## config.mk

```make
export PLATFORM = sky130hd
export DESIGN_NAME = maxpool_2x2_flat
export DESIGN_NICKNAME = d
export VERILOG_FILES = /design/src/rtl/maxpool_2x2_if.sv /design/src/rtl/maxpool_2x2.sv /design/src/flat_wrapper.sv
export SDC_FILE = /design/constraint.sdc
export NUM_CORES = 2
export LEC_CHECK = 0
export BUFFER_PORTS_ARGS = -buffer_cell sky130_fd_sc_hd__buf_4
export CORE_MARGIN = 2
export CORE_UTILIZATION = 60
export CTS_BUF_LIST = sky130_fd_sc_hd__clkbuf_4
export DETAILED_ROUTE_END_ITERATION = 12
export PLACE_DENSITY = 0.87
export SLEW_MARGIN = 15
export SYNTH_ARGS = -nofsm -noshare
export SYNTH_HDL_FRONTEND = slang
export SYNTH_SLANG_ARGS = --single-unit
```

## constraint.sdc

```tcl
create_clock -name i_clk -period 25.3 [get_ports i_clk]
set_input_delay 5.06 -clock i_clk [delete_from_list [all_inputs] [get_ports i_clk]]
set_output_delay 5.06 -clock i_clk [all_outputs]
set_load 0.01 [all_outputs]
```

## src/rtl/maxpool_2x2_if.sv

```systemverilog
// rtl/maxpool_2x2_if.sv - pixel stream bundle between conv, maxpool_2x2 and the next layer
interface maxpool_2x2_if #(
  parameter int NUM_FEATURE_MAPS = 6,
  parameter int DATA_W           = 16
);
  logic                                     i_feature_valid;
  logic [0:NUM_FEATURE_MAPS-1][DATA_W-1:0]  i_features;
  logic                                     o_feature_valid;
  logic [0:NUM_FEATURE_MAPS-1][DATA_W-1:0]  o_features;
  logic                                     o_frame_done;

  // Stimulus / upstream side
  modport master (
    output i_feature_valid, i_features,
    input  o_feature_valid, o_features, o_frame_done
  );

  // Pooling block side
  modport slave (
    input  i_feature_valid, i_features,
    output o_feature_valid, o_features, o_frame_done
  );
endinterface

```

## src/rtl/maxpool_2x2.sv

```systemverilog
// rtl/maxpool_2x2.sv - 2x2 stride-2 signed max pooling over NUM_FEATURE_MAPS parallel maps (optional POOL_RELU_EN input clamp)
module maxpool_2x2 #(
  parameter int NUM_FEATURE_MAPS = 6,
  parameter int DATA_W           = 16,
  parameter int IN_W             = 28,
  parameter int IN_H             = 28
) (
  input  logic          i_clk,
  input  logic          i_rst,
  maxpool_2x2_if.slave  io_bus
);

  localparam int COL_W  = $clog2(IN_W);
  localparam int ROW_W  = $clog2(IN_H);
  localparam int HALF_W = IN_W / 2;

  typedef enum logic {EVEN_ROW = 1'b0, ODD_ROW = 1'b1} state_t;

  state_t                     r_state;
  state_t                     w_state_next;
  logic [COL_W-1:0]           r_col;
  logic [ROW_W-1:0]           r_row;
  logic                       w_accept;
  logic                       w_odd_col;
  logic                       w_last_col;
  logic                       w_last_row;
  logic [COL_W-2:0]           w_lb_idx;

  logic signed [DATA_W-1:0]   w_x      [NUM_FEATURE_MAPS];
  logic signed [DATA_W-1:0]   r_hreg   [NUM_FEATURE_MAPS];
  logic signed [DATA_W-1:0]   w_h      [NUM_FEATURE_MAPS];
  logic signed [DATA_W-1:0]   w_pool   [NUM_FEATURE_MAPS];
  logic signed [DATA_W-1:0]   r_linebuf[HALF_W][NUM_FEATURE_MAPS];

  logic                                     r_o_valid;
  logic                                     r_o_done;
  logic [0:NUM_FEATURE_MAPS-1][DATA_W-1:0]  r_o_features;

  assign w_accept   = io_bus.i_feature_valid;
  assign w_odd_col  = r_col[0];
  assign w_last_col = (r_col == COL_W'(IN_W - 1));
  assign w_last_row = (r_row == ROW_W'(IN_H - 1));
  assign w_lb_idx   = r_col[COL_W-1:1];

  assign io_bus.o_feature_valid = r_o_valid;
  assign io_bus.o_frame_done    = r_o_done;
  assign io_bus.o_features      = r_o_features;

  // Per-map sample conditioning, horizontal pair max and vertical window max
  always_comb begin
    for (int m = 0; m < NUM_FEATURE_MAPS; m++) begin
      w_x[m] = $signed(io_bus.i_features[m]);
`ifdef POOL_RELU_EN
      if (w_x[m][DATA_W-1]) begin
        w_x[m] = '0;
      end
`endif
      w_h[m]    = (w_x[m] > r_hreg[m]) ? w_x[m] : r_hreg[m];
      w_pool[m] = (r_linebuf[w_lb_idx][m] > w_h[m]) ? r_linebuf[w_lb_idx][m] : w_h[m];
    end
  end

  // Row parity flips when the last column of a row is accepted
  always_comb begin
    w_state_next = r_state;
    if (w_accept && w_last_col) begin
      case (r_state)
        EVEN_ROW: w_state_next = ODD_ROW;
        ODD_ROW:  w_state_next = EVEN_ROW;
        default:  w_state_next = EVEN_ROW;
      endcase
    end
  end

  // Raster position, parity state and the even-column holding register
  always_ff @(posedge i_clk or posedge i_rst) begin
    if (i_rst) begin
      r_state <= EVEN_ROW;
      r_col   <= '0;
      r_row   <= '0;
      for (int m = 0; m < NUM_FEATURE_MAPS; m++) begin
        r_hreg[m] <= '0;
      end
    end else if (w_accept) begin
      r_state <= w_state_next;
      if (w_last_col) begin
        r_col <= '0;
        r_row <= w_last_row ? '0 : r_row + 1'b1;
      end else begin
        r_col <= r_col + 1'b1;
      end
      if (!w_odd_col) begin
        for (int m = 0; m < NUM_FEATURE_MAPS; m++) begin
          r_hreg[m] <= w_x[m];
        end
      end
    end
  end

  // Line buffer holds each top-row pair max until the matching bottom-row pair arrives
  always_ff @(posedge i_clk) begin
    if (w_accept && w_odd_col && (r_state == EVEN_ROW)) begin
      for (int m = 0; m < NUM_FEATURE_MAPS; m++) begin
        r_linebuf[w_lb_idx][m] <= w_h[m];
      end
    end
  end

  // Pooled output register and strobes; features hold between strobes
  always_ff @(posedge i_clk or posedge i_rst) begin
    if (i_rst) begin
      r_o_valid    <= 1'b0;
      r_o_done     <= 1'b0;
      r_o_features <= '0;
    end else begin
      r_o_valid <= 1'b0;
      r_o_done  <= 1'b0;
      if (w_accept && w_odd_col && (r_state == ODD_ROW)) begin
        r_o_valid <= 1'b1;
        r_o_done  <= w_last_row && w_last_col;
        for (int m = 0; m < NUM_FEATURE_MAPS; m++) begin
          r_o_features[m] <= w_pool[m];
        end
      end
    end
  end

endmodule

```

## src/flat_wrapper.sv

```systemverilog
// flat-port wrapper written by rule: the top's interface ports become plain ports
module maxpool_2x2_flat 
#(
  parameter int NUM_FEATURE_MAPS = 6,
  parameter int DATA_W           = 16,
  parameter int IN_W             = 28,
  parameter int IN_H             = 28
)
  (i_clk, i_rst, io_bus_i_feature_valid, io_bus_i_features, io_bus_o_feature_valid, io_bus_o_features, io_bus_o_frame_done);
  maxpool_2x2_if #(.NUM_FEATURE_MAPS(NUM_FEATURE_MAPS), .DATA_W(DATA_W)) io_bus_i ();
  input  logic i_clk;
  input  logic i_rst;
  input wire logic [$bits(io_bus_i.i_feature_valid)-1:0] io_bus_i_feature_valid;
  input wire logic [$bits(io_bus_i.i_features)-1:0] io_bus_i_features;
  output wire logic [$bits(io_bus_i.o_feature_valid)-1:0] io_bus_o_feature_valid;
  output wire logic [$bits(io_bus_i.o_features)-1:0] io_bus_o_features;
  output wire logic [$bits(io_bus_i.o_frame_done)-1:0] io_bus_o_frame_done;
  assign io_bus_i.i_feature_valid = io_bus_i_feature_valid;
  assign io_bus_i.i_features = io_bus_i_features;
  assign io_bus_o_feature_valid = io_bus_i.o_feature_valid;
  assign io_bus_o_features = io_bus_i.o_features;
  assign io_bus_o_frame_done = io_bus_i.o_frame_done;
  maxpool_2x2 #(.NUM_FEATURE_MAPS(NUM_FEATURE_MAPS), .DATA_W(DATA_W), .IN_W(IN_W), .IN_H(IN_H)) u_core (.i_clk(i_clk), .i_rst(i_rst), .io_bus(io_bus_i));
endmodule
```

==> impl_metrics.yaml <==
worst_setup_path:
  cp.arrival_ns: 10.13
  critical_path_class: "primary input to flop"
  required_ns: 26.37
  cp-end-kind: "flop"
  cp-start-kind: "primary input"
  worstPathMaxFanout: 17
clocking:
  ctsResizeCount: 0
  cts-root-buf: "clkbuf_4"
  cts_hold_buf: 0
  clock_latency_ns: 1.20
  path_clk_slew_ns: 0.07
  cts_setup_buffers: 0
  cts_max_level: 5
  cts_tree: "done"
  cts_inserted_buffers: 384
  clockBufferDepth: 4
  cts_sinks: 1549
flow_run:
  max_cap_violations: 0
synth:
  synth_area_mm2: 0.0648
  yosys.cell_types.count: 60
  synthCells: 3572
  synth.yosys.seq_area_share: 0.702
  synthFlopType: "edfxtp_1"
  synth_top_area_frac: 0.623
  synthTopCellsByArea: "edfxtp_1 62%, mux4_2 13%, dfrtp_1 7.9%"
  async_reset_ff_frac: 0.132
  postSynthAreaPerCell_um2: 18.1
  synth_warnings: 0
  syn_nets: 3865
  synth_edf_count: 1344
  yosys.area.top_type: "edfxtp_1"
  synth_seq_cells: 1549
power_and_ir_drop:
  peakVddDrop_mv: 0.0955
  power_leakage_uw: 0.0261
  power.density_mw_per_mm2: 110
floorplan:
  dieArea_mm2: 0.111
  initial_core_util: 0.606
  pin_count: 197
  fp-row-count: 120
  core_area_mm2: 0.107
  dieHeight_um: 333
  die_x_um: 333
sta:
  max_slew_margin: 0.219
  rsz0062_at_grt: "false"
  skew_ns: 0.110
  slew_violations: 0
  tightest_slew_ns: 1.17
  setup_violations: 0
  min_period_ns: 9.06
  period_share: 0.358
  max_freq_mhz: 110
  final.setup.tns_ns: 0
  hold_violations: 0
cells_and_area:
  finalNonFillerCells: 5745
  synthToLayoutAreaGrowth_pct: 12.2
  drive_above_1_share: 0.320
  final_common_cell: "edfxtp_1"
  mostFrequentLayoutCells: "1344 x edfxtp_1, 557 x clkbuf_4, 378 x mux4_2, 247 x buf_4, 215 x nand2_1"
  regArea_mm2: 0.0455
  fillers: 6518
  multi_input_area_mm2: 0.0180
  nets: 4332
global_routing:
  use_met2: 0.445
  grt_util_met1: 0.357
  grt.busiest_layer: "met2"
  antenna_found_initial: 4
  overflow: 0
  grt_usage: 0.269
  met3_usage: 0.0515
  grt_pass1_vias: 37600
  grt_max_degree: 135
  grt_pass1_wl_mm: 223
detailed_routing:
  drtIter0Drc: 4069
  ant_nets: 0
  drcViolationCount: 0
  wl_per_cell_um: 25.6
  route.vias.total: 36000
  wl_mm: 147
  drtPass1Iterations: 6
  vias_per_cell: 6.27
placement:
  dp.cells: 5056
  hpwl_mm: 84.1
  gp_congestion: 0.854
  port_buffers: 196
min_path:
  worst_hold_path_type: "flop to flop"
outcome:
  run_status: "finished, final reports clean"
-- through the flow --
| stage | cell area (um2) | utilization | setup WS [ns] | hold WS, ns | power (uW) |
|---|---|---|---|---|---|
| global placement | 68000 | 0.635 | 15.23 | 0.471 | 5940 |
| CTS | 72700 | 0.679 | 16.38 | 0.492 | 8050 |
| detailed placement | 68000 | 0.635 | 15.07 | 0.478 | 6050 |
| global route | 72700 | 0.679 | 16.06 | 0.526 | 8410 |
| finish | 72700 | 0.679 | 16.24 | 0.485 | 8020 |
| floorplan | 64800 | - | 12.47 | 0.455 | 5250 |
-- path summary, 6_finish.rpt --
path	from	end	slack (ns)	depth (start not counted)
max reg2reg	u_core.r_col[1]	u_core.io_bus.o_features[10]	19.01	12
min reg2reg	u_core.io_bus.o_features[65]	u_core.io_bus.o_features[65]	0.48	2
max	io_bus_i_features[31]	u_core.io_bus.o_features[18]	16.24	16
min	u_core.io_bus.o_features[65]	u_core.io_bus.o_features[65]	0.48	2
max in group asynchronous	i_rst	u_core.io_bus.o_features[46]	19.89	3
min in group asynchronous	i_rst	u_core.r_hreg[78]	3.97	2
-- cell type report --
type                            instances  area share
Multi-Input combinational cell       1656       0.248
Clock inverter                        119     0.00737
Inverter                              198      0.0104
Sequential cell                      1549       0.626
Timing Repair Buffer                  250      0.0263
Clock buffer                          557      0.0575
Tap cell                             1403      0.0241
Antenna cell                           13    0.000447
-- state kept, by name, indices dropped and copies added (netlist names) --
signal and cells:
u_core.r_linebuf 1344, u_core.io_bus.o_features 96, u_core.r_hreg 96, u_core.r_col 5, u_core.r_row 5, u_core.io_bus.o_feature_valid 1
u_core.io_bus.o_frame_done 1, u_core.r_state 1
-- synthesized netlist by cell type, drive strengths merged, types with 16 or more instances --
cell,count
a21o,22
a21oi,114
a221o,16
buf,65
clkbuf,104
dfrtp,205
edfxtp,1344
ha,194
inv,198
mux2,132
mux2i,90
mux4,378
nand2,215
nand3,67
nand4,41
nor2,83
o211ai,29
o21ai,149
-- metal layers --
metal,part of all wire,vias to the layer above
li1,-,15400
met1,0.38,18300
met2,0.51,1997
met3,0.087,306
met4,0.026,2
met5,0.00010,-
-- cells by family after synthesis --
kind of cell | synth area share
flops | 0.702
mux | 0.169
simple gates | 0.0338
xor+xnor | 0.000270
fa+ha+maj | 0.0374
buf+inv | 0.0224
compound gates | 0.0359
-- worst max-delay path, stage by stage --
cell       delay [ns]
buf_4            0.12
ha_1             0.32
nand4_1          0.17
or4_4            0.59
o221ai_2         0.92
mux2_4           0.43
inv_1            0.08
ha_1             0.32
nor2b_1          0.13
o211ai_1         0.15
a21oi_1          0.08
a2111oi_0        0.40
o31ai_1          0.12
mux2_2           0.41
and2_1           0.39
a221o_2          0.41
-- where the power goes --
group / switching, uW / leakage, uW / internal, uW / total, uW
Sequential: 162 / 0.0148 / 3180 / 3340
Clock: 961 / 0.00283 / 1030 / 1990
Combinational: 1510 / 0.00846 / 1180 / 2690
Total: 2630 / 0.0261 / 5390 / 8020
Power figures use the tool's default switching activity.
